==> src/rtl/hough_frame_ctrl_if.sv <==
// Host, source-stream and pipeline-side signals of the Hough frame sequencer.
interface hough_frame_ctrl_if #(
    parameter int unsigned CNT_W = 8
) ();
    logic             Start;
    logic             Abort;
    logic [CNT_W-1:0] NumFrames;
    logic [7:0]       PixelIn;
    logic             FrameIn;
    logic             LineIn;
    logic             FrameRet;
    logic [7:0]       PixelGated;
    logic             FrameGated;
    logic             LineGated;
    logic             Busy;
    logic             Done;
    logic             Error;
    logic [CNT_W-1:0] FramesDone;

    modport master (
        output Start, Abort, NumFrames, PixelIn, FrameIn, LineIn, FrameRet,
        input  PixelGated, FrameGated, LineGated, Busy, Done, Error, FramesDone
    );

    modport slave (
        input  Start, Abort, NumFrames, PixelIn, FrameIn, LineIn, FrameRet,
        output PixelGated, FrameGated, LineGated, Busy, Done, Error, FramesDone
    );
endinterface

==> src/rtl/hough_frame_ctrl.sv <==
// Frame sequencer: gates NumFrames whole source frames into the Hough pipeline, drains, checks returns.
// Optional watchdog on ARM/RUN stalls enabled by defining HOUGH_FRAME_CTRL_WDOG_EN.
module hough_frame_ctrl #(
    parameter int unsigned CNT_W        = 8,
    parameter int unsigned DRAIN_CYCLES = 1024
`ifdef HOUGH_FRAME_CTRL_WDOG_EN
    ,
    parameter int unsigned WDOG_CYCLES  = 1048576
`endif
) (
    input logic               Clk,
    input logic               nReset,
    hough_frame_ctrl_if.slave bus
);
    localparam int unsigned DRAIN_W = $clog2(DRAIN_CYCLES + 2);

    typedef enum logic [1:0] {
        IDLE  = 2'd0,
        ARM   = 2'd1,
        RUN   = 2'd2,
        DRAIN = 2'd3
    } stateT;

    stateT              state;
    stateT              stateNxt;
    logic [CNT_W-1:0]   numLat;
    logic [CNT_W-1:0]   numNxt;
    logic [CNT_W-1:0]   inCnt;
    logic [CNT_W-1:0]   inNxt;
    logic [DRAIN_W-1:0] drainCnt;
    logic [DRAIN_W-1:0] drainNxt;
    logic [CNT_W-1:0]   framesNxt;
    logic               errNxt;
    logic               doneNxt;
    logic               passNow;

`ifdef HOUGH_FRAME_CTRL_WDOG_EN
    localparam int unsigned WDOG_W = $clog2(WDOG_CYCLES + 2);
    logic [WDOG_W-1:0]  wdogCnt;
    logic [WDOG_W-1:0]  wdogNxt;
`endif

    // State and counter registers
    always_ff @(posedge Clk or negedge nReset) begin
        if (!nReset) begin
            state    <= IDLE;
            numLat   <= '0;
            inCnt    <= '0;
            drainCnt <= '0;
        end else begin
            state    <= stateNxt;
            numLat   <= numNxt;
            inCnt    <= inNxt;
            drainCnt <= drainNxt;
        end
    end

`ifdef HOUGH_FRAME_CTRL_WDOG_EN
    always_ff @(posedge Clk or negedge nReset) begin
        if (!nReset) begin
            wdogCnt <= '0;
        end else begin
            wdogCnt <= wdogNxt;
        end
    end
`endif

    // Next-state, gate decision and status updates
    always_comb begin
        stateNxt  = state;
        numNxt    = numLat;
        inNxt     = inCnt;
        drainNxt  = drainCnt;
        errNxt    = bus.Error;
        doneNxt   = 1'b0;
        passNow   = 1'b0;
        framesNxt = bus.FramesDone;
`ifdef HOUGH_FRAME_CTRL_WDOG_EN
        wdogNxt   = '0;
`endif

        // Returned frames count only while a run is in flight, saturating
        if (state != IDLE && bus.FrameRet && bus.FramesDone != '1) begin
            framesNxt = bus.FramesDone + 1'b1;
        end

        unique case (state)
            IDLE: begin
                if (bus.Start) begin
                    errNxt = 1'b0;
                    if (bus.NumFrames != '0) begin
                        numNxt    = bus.NumFrames;
                        inNxt     = '0;
                        framesNxt = '0;
                        stateNxt  = ARM;
                    end else begin
                        doneNxt = 1'b1;
                    end
                end
            end
            ARM: begin
                if (bus.FrameIn) begin
                    passNow  = 1'b1;
                    inNxt    = CNT_W'(1);
                    stateNxt = RUN;
                end
            end
            RUN: begin
                passNow = 1'b1;
                if (bus.FrameIn) begin
                    if (inCnt < numLat) begin
                        inNxt = inCnt + 1'b1;
                    end else begin
                        // This FrameIn would start one frame too many: block it
                        passNow  = 1'b0;
                        drainNxt = DRAIN_W'(DRAIN_CYCLES);
                        stateNxt = DRAIN;
                    end
                end
            end
            DRAIN: begin
                drainNxt = drainCnt - 1'b1;
                if (drainCnt <= DRAIN_W'(1)) begin
                    drainNxt = '0;
                    doneNxt  = 1'b1;
                    errNxt   = bus.Error | (framesNxt != numLat);
                    stateNxt = IDLE;
                end
            end
            default: stateNxt = IDLE;
        endcase

`ifdef HOUGH_FRAME_CTRL_WDOG_EN
        // Watchdog restarts on every FrameIn and on entry to ARM/RUN
        if ((state == ARM || state == RUN) && !bus.FrameIn) begin
            if (wdogCnt >= WDOG_W'(WDOG_CYCLES - 1)) begin
                errNxt   = 1'b1;
                doneNxt  = 1'b1;
                passNow  = 1'b0;
                stateNxt = IDLE;
            end else begin
                wdogNxt = wdogCnt + 1'b1;
            end
        end
`endif

        if (bus.Abort) begin
            stateNxt  = IDLE;
            passNow   = 1'b0;
            doneNxt   = 1'b0;
            errNxt    = bus.Error;
            framesNxt = bus.FramesDone;
`ifdef HOUGH_FRAME_CTRL_WDOG_EN
            wdogNxt   = '0;
`endif
        end
    end

    // Registered gated stream and status outputs
    always_ff @(posedge Clk or negedge nReset) begin
        if (!nReset) begin
            bus.PixelGated <= '0;
            bus.FrameGated <= 1'b0;
            bus.LineGated  <= 1'b0;
            bus.Busy       <= 1'b0;
            bus.Done       <= 1'b0;
            bus.Error      <= 1'b0;
            bus.FramesDone <= '0;
        end else begin
            bus.PixelGated <= passNow ? bus.PixelIn : 8'd0;
            bus.FrameGated <= passNow & bus.FrameIn;
            bus.LineGated  <= passNow & bus.LineIn;
            bus.Busy       <= (stateNxt != IDLE);
            bus.Done       <= doneNxt;
            bus.Error      <= errNxt;
            bus.FramesDone <= framesNxt;
        end
    end

endmodule

==> src/flat_wrapper.sv <==
// flat-port wrapper written by rule: the top's interface ports become plain ports
module hough_frame_ctrl_flat 
#(
    parameter int unsigned CNT_W        = 8,
    parameter int unsigned DRAIN_CYCLES = 1024

)
  (Clk, nReset, bus_Start, bus_Abort, bus_NumFrames, bus_PixelIn, bus_FrameIn, bus_LineIn, bus_FrameRet, bus_PixelGated, bus_FrameGated, bus_LineGated, bus_Busy, bus_Done, bus_Error, bus_FramesDone);
  hough_frame_ctrl_if #(.CNT_W(CNT_W)) bus_i ();
  input logic Clk;
  input logic nReset;
  input wire logic [$bits(bus_i.Start)-1:0] bus_Start;
  input wire logic [$bits(bus_i.Abort)-1:0] bus_Abort;
  input wire logic [$bits(bus_i.NumFrames)-1:0] bus_NumFrames;
  input wire logic [$bits(bus_i.PixelIn)-1:0] bus_PixelIn;
  input wire logic [$bits(bus_i.FrameIn)-1:0] bus_FrameIn;
  input wire logic [$bits(bus_i.LineIn)-1:0] bus_LineIn;
  input wire logic [$bits(bus_i.FrameRet)-1:0] bus_FrameRet;
  output wire logic [$bits(bus_i.PixelGated)-1:0] bus_PixelGated;
  output wire logic [$bits(bus_i.FrameGated)-1:0] bus_FrameGated;
  output wire logic [$bits(bus_i.LineGated)-1:0] bus_LineGated;
  output wire logic [$bits(bus_i.Busy)-1:0] bus_Busy;
  output wire logic [$bits(bus_i.Done)-1:0] bus_Done;
  output wire logic [$bits(bus_i.Error)-1:0] bus_Error;
  output wire logic [$bits(bus_i.FramesDone)-1:0] bus_FramesDone;
  assign bus_i.Start = bus_Start;
  assign bus_i.Abort = bus_Abort;
  assign bus_i.NumFrames = bus_NumFrames;
  assign bus_i.PixelIn = bus_PixelIn;
  assign bus_i.FrameIn = bus_FrameIn;
  assign bus_i.LineIn = bus_LineIn;
  assign bus_i.FrameRet = bus_FrameRet;
  assign bus_PixelGated = bus_i.PixelGated;
  assign bus_FrameGated = bus_i.FrameGated;
  assign bus_LineGated = bus_i.LineGated;
  assign bus_Busy = bus_i.Busy;
  assign bus_Done = bus_i.Done;
  assign bus_Error = bus_i.Error;
  assign bus_FramesDone = bus_i.FramesDone;
  hough_frame_ctrl #(.CNT_W(CNT_W), .DRAIN_CYCLES(DRAIN_CYCLES)) u_core (.Clk(Clk), .nReset(nReset), .bus(bus_i));
endmodule
==> config.mk <==
export PLATFORM = sky130hd
export DESIGN_NAME = hough_frame_ctrl_flat
export DESIGN_NICKNAME = d
export VERILOG_FILES = /design/src/rtl/hough_frame_ctrl_if.sv /design/src/rtl/hough_frame_ctrl.sv /design/src/flat_wrapper.sv
export SDC_FILE = /design/constraint.sdc
export NUM_CORES = 1
export LEC_CHECK = 0
export ABC_AREA = 1
export BUFFER_PORTS_ARGS = -buffer_cell sky130_fd_sc_hd__buf_2
export CAP_MARGIN = 25
export CORE_MARGIN = 1
export CORE_UTILIZATION = 57
export CTS_CLUSTER_SIZE = 30
export DETAILED_ROUTE_END_ITERATION = 8
export PLACE_DENSITY = 0.91
export SLEW_MARGIN = 20
export SYNTH_ARGS = -nofsm -noshare
export SYNTH_HDL_FRONTEND = slang
export SYNTH_SLANG_ARGS = --single-unit
==> constraint.sdc <==
create_clock -name Clk -period 2.62 [get_ports Clk]
set_clock_uncertainty 0.2 [all_clocks]
set_input_delay 0.524 -clock Clk [delete_from_list [all_inputs] [get_ports Clk]]
set_output_delay 0.524 -clock Clk [all_outputs]
set_load 0.005 [all_outputs]
* Yosys cells after proc, flatten, opt, wreduce, memory -nomap -nowiden
Index checks and enable logic that the tools add are counted.
Word-level totals: memories kept 0, latch bits 0, RAM bits 0, memory bits (read-only) 0, bits in registers 50, word-level logic and storage cells 81, bits of input ports 23
Operators by class: reductions and logical operators 13, eq/ne operators 12, mux-type cells 36, $lt $le $gt $ge 2, bitwise logic cells 4, add/subtract/negate cells 3, div/mod/pow operators 0, multipliers 0, shifts and indexed selects 0
Operator list (count):
- $mux 8 | 10
- $mux 11 | 3
- $pmux 8 s3 | 1
- $pmux 11 s2 | 1
- $add 8x1->8 const B | 2
- $mux 2 | 7
- $le 11x1->1 const B | 1
- $sub 11x1->11 const B | 1
- $mux 1 | 10
- $lt 8x8->1 | 1
- $ne 2x2->1 const B | 4
- $ne 8x8->1 | 1
- $ne 8x8->1 const B | 1
- $pmux 2 s4 | 1
- $reduce_bool 2->1 | 4
- $reduce_bool 8->1 | 1
- $ne 2x1->1 const B | 3
- $pmux 1 s2 | 3
- $reduce_and 3->1 | 2
- $reduce_and 6->1 | 1
- $eq 2x2->1 const B | 2
- $reduce_and 4->1 | 1
- $reduce_bool 3->1 | 1
- $and 1x1->1 | 2
- 5 further kinds | 6

* Depth between registers and ports, before layout
Gate-level depths: netlist of run 1.
depth in word-level cells 8, depth in mapped cells 15

* Least setup slack after synthesis of run 1
No wires, ideal clock.
path type register to register, from reg u_core.state[0], to reg u_core.bus.Error, path slack 0.605 ns, data arrival time 1.697 ns, required time 2.303 ns, stages on the path, launching flop included 15, period minus slack after synthesis 2.015 ns, cell sequence dfrtp_1 inv_1 ha_1 inv_1 nand2_1 nor2_1 nand4_1 nand2_1 nand2_1 nand2_1 nand2_1 nor2_1 nand3_1 nand3_1 nand2_1
On the way: cells in the longest elaborated chain, start to end 8, elaborated cells between the ends (all ways) 14, those cells by class 4 x eq/ne; 3 x mux; 1 x bitwise; 6 x reduce/logical
RTL lines:
- from (decl) | RTL line hough_frame_ctrl.sv:24 | stateT state;
- from (signal assigned) | RTL line hough_frame_ctrl.sv:51 | state <= stateNxt;
- $reduce_bool 2->1 | RTL line hough_frame_ctrl.sv:83 | if (state != IDLE && bus.FrameRet && bus.FramesDone != '1) begin
- $logic_and 1x1->1 (2 in a row) | RTL line hough_frame_ctrl.sv:83
- $mux 8 | RTL line hough_frame_ctrl.sv:83
- $ne 8x8->1 | RTL line hough_frame_ctrl.sv:126 | errNxt = bus.Error | (framesNxt != numLat);
- $or 1x1->1 | RTL line hough_frame_ctrl.sv:126
- $mux 1 | RTL line hough_frame_ctrl.sv:123 | if (drainCnt <= DRAIN_W'(1)) begin
- $pmux 1 s2 | RTL line hough_frame_ctrl.sv:87 | unique case (state)
- to (signal assigned) | RTL line hough_frame_ctrl.sv:175 | bus.Error <= errNxt;
- to (decl) | RTL line hough_frame_ctrl_if.sv:27 | output PixelGated, FrameGated, LineGated, Busy, Done, Error, FramesDone
Several ways; a longest one is shown, not always the timed one. The select of a mux whose other input is x is not followed. A chain may end at the register's enable or synchronous reset.

* Final worst setup path of run 1
Same ends and word-level chain as after synthesis.

==> summary.txt, run 1 <==
Outcome
  • Outcome: finished clean

Logic synthesis
  • Top cell type's share of synthesized area: 0.412
  • Post-synth top cells: 105 x nand2_1, 62 x inv_1, 50 x dfrtp_1
  • Ys Warns: 0
  • Synth top area cells: dfrtp_1 41%, nand2_1 13%, inv_1 7.7%, ha_1 6.2%, o21ai_0 5.6%
  • Synthesized area per cell: 7.40 µm²
  • Mapped Nets: around 450
  • Mapped cell area: between 3000 and 4000 µm²
  • #FFs+latches synth: 50
  • Top-count cell post-synth: nand2_1
  • EDFF count, synth: 0
  • Netlist cell types: 33
  • Synth async-reset ratio: 1.00
  • Syn Inst Count: 411
  • Leading area contributor after synthesis: dfrtp_1
  • Register area share after synthesis: 0.412
  • Synth Flop Type: dfrtp_1

STA
  • Ratio of final minimum period to clock period: 0.916
  • Normalized max-slew margin: 0.648
  • Max Fclk: around 420 MHz
  • Setup TNS: 0 ns
  • Worst Max-Slew Pin Slew: 0.527 ns
  • Hold Fails Final Rpt: 0
  • Minimum clock period: 2.40 ns
  • Setup-failing EPs final: 0
  • Slew Limit Fails: 0
  • RSZ-0062 raised after global routing: no

Cells and area
  • Fraction of layout cells with a size suffix above 1: 0.149
  • Count of inserted antenna diode cells: 0
  • Fill cells: 434
  • Area grow syn2layout: 14.5%
  • Final Util: 0.682
  • Final Net Count: about 500

Drt
  • DR DRC count: 0
  • Post-Route WL: approximately 7 mm
  • Drt first pass iters: 5
  • Per-cell routed wire length: roughly 13 µm
  • Post-route ant nets: 0
  • DRT iter0 DRCs: between 200 and 300
  • Post-DR vias/cell: roughly 5.5
  • Vias: about 2900

Floorplan
  • Die Area: around 5600 µm²
  • Area of the core: 5110 µm²
  • I/O pin cnt: 44
  • Chip height: 75.0 µm
  • Chip width: roughly 75 µm
  • Floorplan row count: 26
  • Initial Util: 0.595

Place
  • Buffers on Ports: 43
  • Detail Placement HPWL: about 5.0 mm
  • Placer Congestion: approximately 0.95

Pwr
  • Leak Pwr: 0.00185 µW
  • Power Density: 918 nW/µm²
  • Maximum vdd ir drop: ~580 µV
  • Power, Total: 3200 µW

Global route
  • GRT overflow: 0
  • Largest net degree at the start of global routing: 51
  • First-pass GRT wire length: around 11 mm
  • Total GRT Usage: 0.262
  • Initial antenna violation count: 0
  • Vias in the first global route: about 2600

Clocking
  • Number of buffers created by CTS: 5
  • CTS tree: done
  • CTS H-tree lvls: 2
  • Clock latency on the worst-skew pair: a little over 0.3 ns
  • CTS clk-pin slew, worst paths: ~0.1 ns
  • Maximum root-to-sink buffer count: 2
  • Cts hold-fix bufs: 1
  • Setup Buffers After CTS: 0
  • Clk sinks: 50
  • Clock root cell: clkbuf_8
  • Post-cts resize count: 0

Critical path
  • CP Launch Type: register
  • Critical Path RT: between 2 and 3 ns
  • Crit Path Max Fanout: 6
  • Crit Path Class: register to register
  • CP Data Arrival Time: 2.40 ns
  • CP endpoint kind: register

Flow run
  • Max_cap viols: 0

Worst hold path
  • Worst hold-check path type: primary input to register
-- worst paths after layout --
check | cells after the start | end | slack (ns) | start
max | 14 | u_core.bus.Error | 0.22 | u_core.state[0]
min | 3 | u_core.bus.PixelGated[0] | 0.21 | bus_PixelIn[0]
max reg2reg | 14 | u_core.bus.Error | 0.22 | u_core.state[0]
min reg2reg | 2 | u_core.drainCnt[5] | 0.32 | u_core.drainCnt[5]
max in group asynchronous | 3 | u_core.numLat[7] | 1.47 | nReset
min in group asynchronous | 3 | u_core.bus.FramesDone[4] | 0.52 | nReset
-- sequential cells by signal, indices dropped and copies added, names as in the netlist, 2 cells and up --
signal,cells
u_core.numLat,8
u_core.state,2
u_core.bus.PixelGated,8
u_core.drainCnt,11
u_core.inCnt,8
u_core.bus.FramesDone,8
-- metrics by stage --
step	instance area [µm²]	setup slack, ns	instances	hold slack [ns]
floorplan	3040	0.605	411	0.0284
global placement	3360	0.471	523	0.274
detailed placement	3360	0.345	523	0.298
CTS	3480	0.279	532	0.202
global route	3480	0.000780	532	0.203
finish	3480	0.220	532	0.212
-- worst max-delay path, cell delays in order (launching register included) --
cell and delay [ns]:
dfrtp_1 0.45, inv_1 0.12, ha_1 0.31, inv_1 0.16, nand2_1 0.10, nor2_1 0.25, nand4_1 0.15, nand2_1 0.11
nand2_1 0.05, nand2_1 0.05, nand2_1 0.05, nor2_1 0.11, nand3_1 0.08, nand3_1 0.07, nand2_1 0.05
-- placed cells by master (no fill, tap or decap), types with 11 or more instances in the layout --
cell / instances
nand2_1: 105
inv_1: 62
dfrtp_1: 50
buf_2: 43
nor2_1: 41
o21ai_0: 34
nand3_1: 33
ha_1: 15
nand4_1: 12
a21oi_1: 11
-- area by class of cell --
cell class | instances | area [µm²] | share of cell area
clock buffer | 5 | 68.8 | 0.0198
multi-input combinational | 292 | 1520 | 0.437
clock inverter | 3 | 43.8 | 0.0126
inverter | 64 | 240 | 0.0690
timing repair buffer | 48 | 268 | 0.0769
sequential | 50 | 1250 | 0.359
tap | 70 | 87.6 | 0.0252
-- per-layer routing --
layer  part of all wire  routed length, µm  global-route usage  vias up
li1                   -                  -                   -     1424
met1               0.44               3040               0.352     1347
met2               0.48               3380               0.421      112
met3              0.056                389              0.0428       21
met4              0.025                178               0.113        0
met5                  0                  0                   0        -
-- cells by family after synthesis --
group	share of synthesized area
and+or+nand+nor	0.303
buffers and inverters	0.0876
AOI/OAI and AO/OA	0.116
DFF	0.412
adders and majority gates	0.0617
xor gates and xnor gates	0.0202
-- power by group --
| part | internal (µW) | switching (µW) | total [µW] |
|---|---|---|---|
| sequential | 935 | 151 | 1090 |
| clock | 287 | 278 | 565 |
| combinational | 557 | 988 | 1550 |
Note: power is estimated with default switching activity, not from simulation.
==> run 2, diff against run 1 <==
CELL_PAD_IN_SITES_DETAIL_PLACEMENT = 0   (was unset)
CELL_PAD_IN_SITES_GLOBAL_PLACEMENT = 1   (was unset)
CORE_UTILIZATION = 42   (was 57)
==> run 2 against run 1 <==
Against the previous run:
- sequential cell count unchanged
- core utilization decreased by 18 points
- wire length increased by 0.56%
- register-to-register slack improved by 0.08 ns
- non-clock buffer count unchanged
- global-route usage decreased by 6.3 points
- critical path depth unchanged
- clock-buffer cell count unchanged
- critical endpoint unchanged
- largest cell class unchanged
==> summary.txt, run 2 (synthesized netlist as in run 1, its figures left out) <==
Outcome
  • Outcome: finished clean

STA
  • Hold Fails Final Rpt: 0 (unchanged)
  • Setup-failing EPs final: 0 (unchanged)
  • Worst Max-Slew Pin Slew: 0.784 ns (+0.256 ns)
  • Normalized max-slew margin: 0.478 (-0.171)
  • Final setup margin: 0.305 ns (+0.0845 ns)
  • Ratio of final minimum period to clock period: 0.884 (-0.0323)
  • RSZ-0062 raised after global routing: no
  • Setup TNS: 0 ns (unchanged)
  • Max Fclk: 432 MHz (+3.7%)
  • Minimum clock period: 2.32 ns (-0.0845 ns)
  • Slew Limit Fails: 0 (unchanged)

Flow run
  • Max_cap viols: 0 (unchanged)

Drt
  • Vias: 2830 (-2.5%)
  • Post-route ant nets: 0 (unchanged)
  • Drt first pass iters: 5 (unchanged)
  • Post-Route WL: 7.03 mm (+0.56%)
  • Per-cell routed wire length: 12.6 µm (-4.1%)
  • Post-DR vias/cell: 5.07 (-7.1%)
  • DR DRC count: 0 (unchanged)
  • DRT iter0 DRCs: 144 (-46%)

Pwr
  • Internal power: 1690 µW (-5.1%)
  • Switching pwr: 1440 µW (+1.7%)
  • Clock share of power: 0.161 (-0.016)
  • Combinational share of power: 0.493 (+0.009)
  • Maximum vdd ir drop: 384 µV (-34%)
  • Leak Pwr: 0.00184 µW (-0.64%)
  • Power Density: 898 nW/µm² (-2.2%)
  • Sequential power share: 0.346 (+0.006)
  • Sw frac: 0.460 (+0.0170)

Critical path
  • Critical Path RT: 2.63 ns (about the same)
  • CP startpoint: u_core.state[0]
  • Reg2reg start: u_core.state[0]
  • CP Launch Type: register
  • Crit Path Class: register to register
  • Crit Path Max Fanout: 6 (unchanged)
  • CP Data Arrival Time: 2.33 ns (-0.07 ns)
  • CP endpoint kind: register

Clocking
  • Post-cts resize count: 0 (unchanged)
  • Cts hold-fix bufs: 0 (-1)
  • Clk sinks: 50 (unchanged)
  • CTS tree: done
  • CTS clk-pin slew, worst paths: 0.11 ns (about the same)
  • Number of buffers created by CTS: 5 (unchanged)
  • Clock latency on the worst-skew pair: 0.32 ns (about the same)
  • Maximum root-to-sink buffer count: 2 (unchanged)
  • Setup Buffers After CTS: 0 (unchanged)
  • CTS H-tree lvls: 2 (unchanged)
  • Clock root cell: clkbuf_8

Global route
  • First-pass GRT wire length: 11.6 mm (+3.9%)
  • GRT overflow: 0 (unchanged)
  • Total GRT Usage: 0.199 (-0.0630)
  • Largest net degree at the start of global routing: 35 (-31%)
  • Vias in the first global route: 2590 (+0.82%)
  • Initial antenna violation count: 0 (unchanged)

Place
  • Buffers on Ports: 43 (unchanged)
  • Detail Placement HPWL: 5.27 mm (+4.9%)
  • Placer Congestion: 0.957 (+0.74%)
  • Placement Setup Slack: 0.348 ns (+0.00308 ns)

Floorplan
  • Area of the core: 6910 µm² (+35%)
  • Chip width: 87.1 µm (+16%)
  • I/O pin cnt: 44 (unchanged)
  • Floorplan row count: 30 (+15%)
  • Die Area: 7580 µm² (+35%)
  • Initial Util: 0.440 (-0.155)
  • Chip height: 87.1 µm (+16%)

Cells and area
  • Commonest non-fill, non-tap cell in the layout: nand2_1
  • Fraction of layout cells with a size suffix above 1: 0.152 (+0.00216)
  • Most frequent cells in the layout: 105 x nand2_1, 62 x inv_1, 50 x dfrtp_1, 43 x buf_2, 41 x nor2_1
  • Largest register FFs: 11 (unchanged)
  • Final Net Count: 499 (unchanged)
  • Fill cells: 711 (+64%)
  • Most flops, register: u_core.drainCnt
  • Area grow syn2layout: 14.6% (about the same)
  • Count of inserted antenna diode cells: 0 (unchanged)

Worst hold path
  • Worst hold-check path type: primary input to async pin
-- run 2: cell types whose count changed in the layout (fill, tap and decap cells not counted), sizes merged --
cell / previous run / this run
bufinv: 1 / 0
dlygate4sd3: 1 / 0
buf: 47 / 48
inv: 64 / 65
-- run 2: per-stage QoR --
| stage | hold WS (ns) | instance area (µm²) | cells | total power (µW) | utilization |
|---|---|---|---|---|---|
| 5_1_grt | 0.144 | 3480 | 558 | 3410 | 0.505 |
| 3_5_place_dp | 0.278 | 3390 | 550 | 2630 | 0.490 |
| 6_report | 0.0771 | 3480 | 558 | 3130 | 0.505 |
| 2_1_floorplan | 0.0284 | 3040 | 411 | 2210 | - |
| 4_1_cts | 0.102 | 3480 | 558 | 3140 | 0.505 |
| 3_3_place_gp | 0.275 | 3390 | 550 | 2600 | 0.490 |
-- run 2: per-layer routing --
metal | track usage | part of all wire | wire [µm] | up-vias
met5 | 0 | 0 | 0 | -
met2 | 0.320 | 0.45 | 3160 | 92
li1 | - | - | - | 1429
met3 | 0.0370 | 0.051 | 361 | 15
met4 | 0.0955 | 0.025 | 178 | 0
met1 | 0.259 | 0.47 | 3340 | 1294
-- run 2: worst max-delay path, stage by stage, from the launching register on --
cell,delay (ns)
dfrtp_1,0.43
inv_1,0.11
ha_1,0.30
inv_1,0.17
nand2_1,0.09
nor2_1,0.22
nand4_1,0.14
nand2_1,0.11
nand2_1,0.05
nand2_1,0.05
nand2_1,0.05
nor2_1,0.10
nand3_1,0.07
nand3_1,0.07
nand2_1,0.06
-- run 2: layout make-up --
cell class,count,area [µm²],share of cell area
clock buffer,5,68.8,0.0197
clock inverter,3,28.8,0.00826
inverter,64,240,0.0689
multi-input combinational,292,1520,0.437
sequential,50,1250,0.359
tap,96,120,0.0345
timing repair buffer,48,253,0.0725
-- run 2: worst paths after layout --
path                       cells past startpoint                       end  slack [ns]
min                                            1           u_core.inCnt[1]        0.08
min in group Clk                               3  u_core.bus.PixelGated[5]        0.20
max reg2reg                                   14          u_core.bus.Error        0.30
min reg2reg                                    2        u_core.drainCnt[5]        0.30
max                                           14          u_core.bus.Error        0.30
max in group asynchronous                      2     u_core.bus.FrameGated        1.50
-- run 2: power groups by stage --
stage / logic (µW) / registers (µW) / clock network [µW]
2_1_floorplan: 1140 / 1070 / 0
3_3_place_gp: 1510 / 1090 / 0
3_5_place_dp: 1530 / 1100 / 0
4_1_cts: 1540 / 1080 / 524
5_1_grt: 1760 / 1110 / 546
6_report: 1540 / 1080 / 505
